**src/rtl/branch_pkg.sv**
```systemverilog
// Shared branch types: predictor counter encoding, conditional-branch funct3
// codes, and saturating counter helpers.
package branch_pkg;

  typedef enum logic [1:0] {
    SNT = 2'b00,
    WNT = 2'b01,
    WT  = 2'b10,
    ST  = 2'b11
  } bp_ctr_t;

  typedef enum logic [2:0] {
    BEQ  = 3'b000,
    BNE  = 3'b001,
    BLT  = 3'b100,
    BGE  = 3'b101,
    BLTU = 3'b110,
    BGEU = 3'b111
  } branch_t;

  localparam bp_ctr_t BP_CTR_RESET = WNT;

  function automatic bp_ctr_t sat_inc(input bp_ctr_t c);
    return (c == ST) ? ST : bp_ctr_t'(c + 2'd1);
  endfunction

  function automatic bp_ctr_t sat_dec(input bp_ctr_t c);
    return (c == SNT) ? SNT : bp_ctr_t'(c - 2'd1);
  endfunction

endpackage

```
**src/rtl/bp_ghr.sv**
```systemverilog
// Global branch history shift register for the gshare build (BP_GSHARE_EN).
// Shifts in each resolved direction; updates are resolve-time, never speculative.
module bp_ghr #(
  parameter int unsigned WIDTH = 6
) (
  input  logic             clk,
  input  logic             rst,
  input  logic             shift_en,
  input  logic             taken,
  output logic [WIDTH-1:0] ghr
);

  logic [WIDTH-1:0] ghr_q, ghr_d;

  always_comb begin
    ghr_d = shift_en ? {ghr_q[WIDTH-2:0], taken} : ghr_q;
  end

  // NOTE: sequential state uses non-blocking assignments so every flop samples
  // pre-edge values regardless of process evaluation order.
  always_ff @(posedge clk) begin
    if (rst) ghr_q <= '0;
    else     ghr_q <= ghr_d;
  end

  assign ghr = ghr_q;

endmodule

```
**src/rtl/branch_predictor.sv**
```systemverilog
// Fetch-stage 2-bit direction predictor with tagged BTB; combinational lookup,
// training one edge after execute resolves. Gshare indexing under BP_GSHARE_EN.
module branch_predictor
  import branch_pkg::*;
#(
  parameter int unsigned XLEN       = 32,
  parameter int unsigned INDEX_BITS = 6,
  parameter int unsigned TAG_BITS   = 8
) (
  input  logic                  clk,
  input  logic                  rst,
  input  logic [XLEN-1:0]       pc_f,
  output logic                  predict_taken_f,
  output logic [XLEN-1:0]       predict_target_f,
  output logic [INDEX_BITS-1:0] pred_index_f,
  input  logic                  update_en_e,
  input  logic [XLEN-1:0]       update_pc_e,
  input  logic [INDEX_BITS-1:0] update_index_e,
  input  logic                  update_taken_e,
  input  logic [XLEN-1:0]       update_target_e
);

  localparam int unsigned ENTRIES = 1 << INDEX_BITS;
  localparam int unsigned TAG_LO  = INDEX_BITS + 2;
  localparam int unsigned TAG_HI  = INDEX_BITS + TAG_BITS + 1;

  logic                valid_q  [ENTRIES];
  logic [TAG_BITS-1:0] tag_q    [ENTRIES];
  logic [XLEN-1:0]     target_q [ENTRIES];
  bp_ctr_t             ctr_q    [ENTRIES];

  logic [INDEX_BITS-1:0] look_idx;
  logic [TAG_BITS-1:0]   look_tag, upd_tag;
  logic                  look_hit, upd_hit;

  logic                  wr_en;
  bp_ctr_t               wr_ctr_d;
  logic [XLEN-1:0]       wr_target_d;

  // Address bits outside the index/tag fields never reach the table.
  logic unused_pc_bits;
  assign unused_pc_bits = ^{pc_f[1:0], pc_f[XLEN-1:TAG_HI+1],
                            update_pc_e[TAG_LO-1:0], update_pc_e[XLEN-1:TAG_HI+1]};

`ifdef BP_GSHARE_EN
  logic [INDEX_BITS-1:0] ghr;

  bp_ghr #(.WIDTH(INDEX_BITS)) u_ghr (
    .clk      (clk),
    .rst      (rst),
    .shift_en (update_en_e),
    .taken    (update_taken_e),
    .ghr      (ghr)
  );

  assign look_idx = pc_f[INDEX_BITS+1:2] ^ ghr;
`else
  assign look_idx = pc_f[INDEX_BITS+1:2];
`endif

  // Lookup reads registered state only, so a same-cycle update is not visible.
  assign look_tag         = pc_f[TAG_HI:TAG_LO];
  assign look_hit         = valid_q[look_idx] && (tag_q[look_idx] == look_tag);
  assign predict_taken_f  = look_hit && ctr_q[look_idx][1];
  assign predict_target_f = predict_taken_f ? target_q[look_idx] : '0;
  assign pred_index_f     = look_idx;

  assign upd_tag = update_pc_e[TAG_HI:TAG_LO];
  assign upd_hit = valid_q[update_index_e] && (tag_q[update_index_e] == upd_tag);

  // NOTE: every always_comb output is given a default first so no path leaves
  // it unassigned, which would otherwise infer a latch.
  always_comb begin
    wr_en       = 1'b0;
    wr_ctr_d    = ctr_q[update_index_e];
    wr_target_d = target_q[update_index_e];
    if (update_en_e) begin
      if (upd_hit) begin
        wr_en = 1'b1;
        if (update_taken_e) begin
          wr_ctr_d    = sat_inc(ctr_q[update_index_e]);
          wr_target_d = update_target_e;
        end else begin
          wr_ctr_d    = sat_dec(ctr_q[update_index_e]);
        end
      end else if (update_taken_e) begin
        wr_en       = 1'b1;
        wr_ctr_d    = WT;
        wr_target_d = update_target_e;
      end
    end
  end

  // NOTE: the table is a flop array, not a RAM macro, so it can be cleared in one
  // reset cycle; a RAM-based table would instead need a valid-bit sweep.
  always_ff @(posedge clk) begin
    if (rst) begin
      for (int i = 0; i < ENTRIES; i++) begin
        valid_q[i]  <= 1'b0;
        tag_q[i]    <= '0;
        target_q[i] <= '0;
        ctr_q[i]    <= BP_CTR_RESET;
      end
    end else if (wr_en) begin
      valid_q[update_index_e]  <= 1'b1;
      tag_q[update_index_e]    <= upd_tag;
      target_q[update_index_e] <= wr_target_d;
      ctr_q[update_index_e]    <= wr_ctr_d;
    end
  end

endmodule

```
**config.mk**
```make
export PLATFORM = sky130hd
export DESIGN_NAME = branch_predictor
export DESIGN_NICKNAME = d
export VERILOG_FILES = /design/src/rtl/branch_pkg.sv /design/src/rtl/bp_ghr.sv /design/src/rtl/branch_predictor.sv
export SDC_FILE = /design/constraint.sdc
export NUM_CORES = 2
export LEC_CHECK = 0
export ABC_AREA = 0
export CAP_MARGIN = 20
export CORE_ASPECT_RATIO = 0.8
export CORE_MARGIN = 10
export CORE_UTILIZATION = 40
export DETAILED_ROUTE_END_ITERATION = 6
export SLEW_MARGIN = 25
export SYNTH_ARGS = -nofsm -noshare
export SYNTH_HDL_FRONTEND = slang
export SYNTH_SLANG_ARGS = --single-unit
```
**constraint.sdc**
```tcl
create_clock -name clk -period 8.3 [get_ports clk]
set_input_delay 1.245 -clock clk [delete_from_list [all_inputs] [get_ports clk]]
set_output_delay 1.245 -clock clk [all_outputs]
set_load 0.1 [all_outputs]
```
==> results.toml <==
[outcome]
outcome = "finished clean"

[finish]
ratio_of_cells_with_drive_above_1_in_the_final_layout_pct = 24.5
combined_flip_flop_and_latch_cell_area_um2 = 82000
total_area_of_multi_input_combinational_cells_um2 = 46100
fillCellCount = 28200
area_growth_pct = 12.5
fin_nets = 8398

[min_path]
worst_hold_path_type = "reg2reg"

[timing]
max_clock_freq_ghz = 0.137
finalSetupViolations = 0
rsz0062_at_grt = "no"
timing.final.crit_share_pct = 87.8
timing.max_slew.rel_slack_pct = 25.4
fin_tns_setup_ps = 0
report.final.slew_viol_count = 0
fin_skew_ps = 66.9
tightest_slew_ps = 1120
finalHoldViolations = 0
holdWs_ps = 471
post-route-min-period_ps = 7290

[clocking]
root_buffer = "sky130_fd_sc_hd__clkbuf_16"
clk_transition_reported_paths_ps = 60
clock_sinks = 2752
tritoncts = "built"
ctsResizeCount = 0
cts.repair_timing.setup_buffer_count = 0
cts_hold_repair.buffers = 0
cts_made_buffers = 303
ctsHtreeMaxLevel = 5
insertion_delay_ps = 870
clk_path_buf_depth = 4

[critical_path]
critPathRequiredTime_ps = 7050
category_of_the_most_critical_setup_path = "in2out"
worstPathMaxFanout = 66
critical-path-max-stage-delay_ps = 680
crit_slowest_cell = "sky130_fd_sc_hd__buf_4"
timing.critical_path.from_type = "primary input"
arrival_ps = 6050
critical_path.endpoint_type = "primary output"
cp_cell_sequence = "buf_8, buf_12, buf_4, buf_4, buf_4, mux4_2, mux4_2, mux4_2, nor2b_1, buf_12"

[synth]
synth_top_flop_cell = "sky130_fd_sc_hd__edfxtp_1"
yosys_register_bits = 2752
yosysTopAreaCell = "sky130_fd_sc_hd__edfxtp_1"
synthDominantCellAreaShare_pct = 61.6
fraction_of_synthesis_flops_using_an_asynchronous_set_or_reset_pin_pct = 0
syn_area_per_cell_um2 = 15.6
synth_fp_nets = 8502
synth.yosys.warnings = 0
synth_enable_flop_cells = 2688
synth.yosys.seq_area_share_pct = 62.6
synthTopCellsByCount = "2688 x sky130_fd_sc_hd__edfxtp_1, 2439 x sky130_fd_sc_hd__and2_1, 872 x sky130_fd_sc_hd__mux4_2"
leading_post_synthesis_cells_by_cell_area = "sky130_fd_sc_hd__edfxtp_1 62%, sky130_fd_sc_hd__mux4_2 15%, sky130_fd_sc_hd__and2_1 12%"
synth_most_common_cell = "sky130_fd_sc_hd__edfxtp_1"
post_synth_inst_count = 8396
synth.lib_cells_used.distinct = 69
syn_area_um2 = 131000

[floorplanning]
coreArea_um2 = 325000
row_count = 187
die_width_um = 660
boundaryPins = 145
die_area_um2 = 351000
die-height_um = 532
initial_utilization_pct = 40.3

[drt]
final_routed_wirelength_across_all_metal_layers_mm = 428
first_pass_iters = 6
drt.antenna.violating_nets = 0
residual_drc = 0
num_vias = 77800
dr.first_iter.drc_count = 11700
wl_per_cell_um = 33.2
post_drt_via_cell_ratio = 6.04

[global_routing]
first_pass_grt_wire_length_mm = 597
grt_max_degree = 129
global_route.overflow_total = 0
grtUsageTotal_pct = 23.8
antenna_found_initial = 51
via_count_of_the_first_global_routing_pass = 76000

[power_and_ir_drop]
total_power_mw = 32.2
max-vdd-ir-drop_v = 0.000165
power_leakage_nw = 50.2
pwr_density_cell_nw_per_um2 = 219

[placed_design]
portBuffers = 102
routability_congestion_estimate_from_global_placement = 0.913
dp_hpwl_mm = 253

[run]
drv_cap = 0
==> cell type report <==
cell class                 instances  area share [%]
sequential                      2752            55.6
multi-input combinational       4743            31.3
clock buffer                     389            5.55
tap                             4347            3.69
timing repair buffer             481            2.97
clock inverter                   141           0.828
inverter                          11          0.0331
antenna                           19          0.0323
==> placed cells by master, fill, tap and decap left out, types with 40 or more instances in the layout <==
cell                        netlist  routed
sky130_fd_sc_hd__nor4_1         118     118
sky130_fd_sc_hd__buf_12           0      52
sky130_fd_sc_hd__mux2_2          40      40
sky130_fd_sc_hd__o21ai_4          0      60
sky130_fd_sc_hd__mux4_2         872     872
sky130_fd_sc_hd__nand2_1        158     151
sky130_fd_sc_hd__a21o_1          65      65
sky130_fd_sc_hd__or2_2           58      58
sky130_fd_sc_hd__buf_4           39     362
sky130_fd_sc_hd__dfxtp_1         64      64
sky130_fd_sc_hd__mux2i_1        200     200
sky130_fd_sc_hd__a22oi_1         80      80
sky130_fd_sc_hd__edfxtp_1      2688    2688
sky130_fd_sc_hd__o21ai_0        111      49
sky130_fd_sc_hd__nand3_1         53      49
sky130_fd_sc_hd__and2_1        2439    2438
sky130_fd_sc_hd__clkbuf_1       636      70
sky130_fd_sc_hd__clkinv_1         1      61
sky130_fd_sc_hd__nor2b_1        104      98
sky130_fd_sc_hd__nor2_2           0      60
sky130_fd_sc_hd__clkbuf_16        0     313
==> layer usage <==
metal	wire length [µm]	vias up	track usage, %	part of all wire (%)
li1	-	31400	-	-
met1	170000	40900	33.9	40
met2	187000	4741	34.8	44
met3	55600	746	7.30	13
met4	14900	26	7.27	3.5
met5	170	-	0	0.040
==> critical path: cells and delay by family <==
family | cells | cell delay, ps
and+or+nand+nor | 1 | 220
buffers and inverters | 6 | 2480
muxes | 3 | 1850
==> kinds of logic (layout without fill, tap and decap cells) <==
| logic type | count (synthesis) | after routing | share of synthesized area, % |
|---|---|---|---|
| compound gates | 448 | 448 | 2.43 |
| xor+xnor | 10 | 10 | 0.0668 |
| fa+ha+maj | 1 | 1 | 0.00764 |
| buf+inv | 901 | 1022 | 2.97 |
| flops | 2752 | 2752 | 62.6 |
| mux | 1113 | 1113 | 16.9 |
| other cells | 0 | 19 | 0 |
| simple gates | 3171 | 3171 | 15.1 |
==> state kept, by name (all words and copies together) (netlist names) <==
name      flops
tag_q       512
ctr_q       128
target_q   2048
valid_q      64
==> worst paths after layout <==
path               startpoint                  end  slack (ps)  depth (start not counted)
setup / recovery      pc_f[2]  predict_target_f[6]        1010                         10
hold reg to reg   valid_q[26]          valid_q[26]         470                          1
setup reg to reg  tag_q[3][6]         ctr_q[16][1]        3290                         11
hold / removal    valid_q[26]          valid_q[26]         470                          1
==> report_power, final <==
part,switching [mW],internal [mW]
Sequential,0.213,15.9
Clock,5.56,7.54
Combinational,1.97,1.06
==> stage by stage <==
| stage | utilization, % | area, µm² | instances | setup WS (ps) |
|---|---|---|---|---|
| after floorplan | - | 131000 | 8396 | 1650 |
| after global placement | 42.4 | 138000 | 12300 | 915 |
| after CTS | 45.3 | 147000 | 12900 | 917 |
| after detailed placement | 42.4 | 138000 | 12300 | 911 |
| final | 45.3 | 147000 | 12900 | 1010 |
| after global routing | 45.3 | 147000 | 12900 | 765 |
Power figures use the tool's default switching activity.
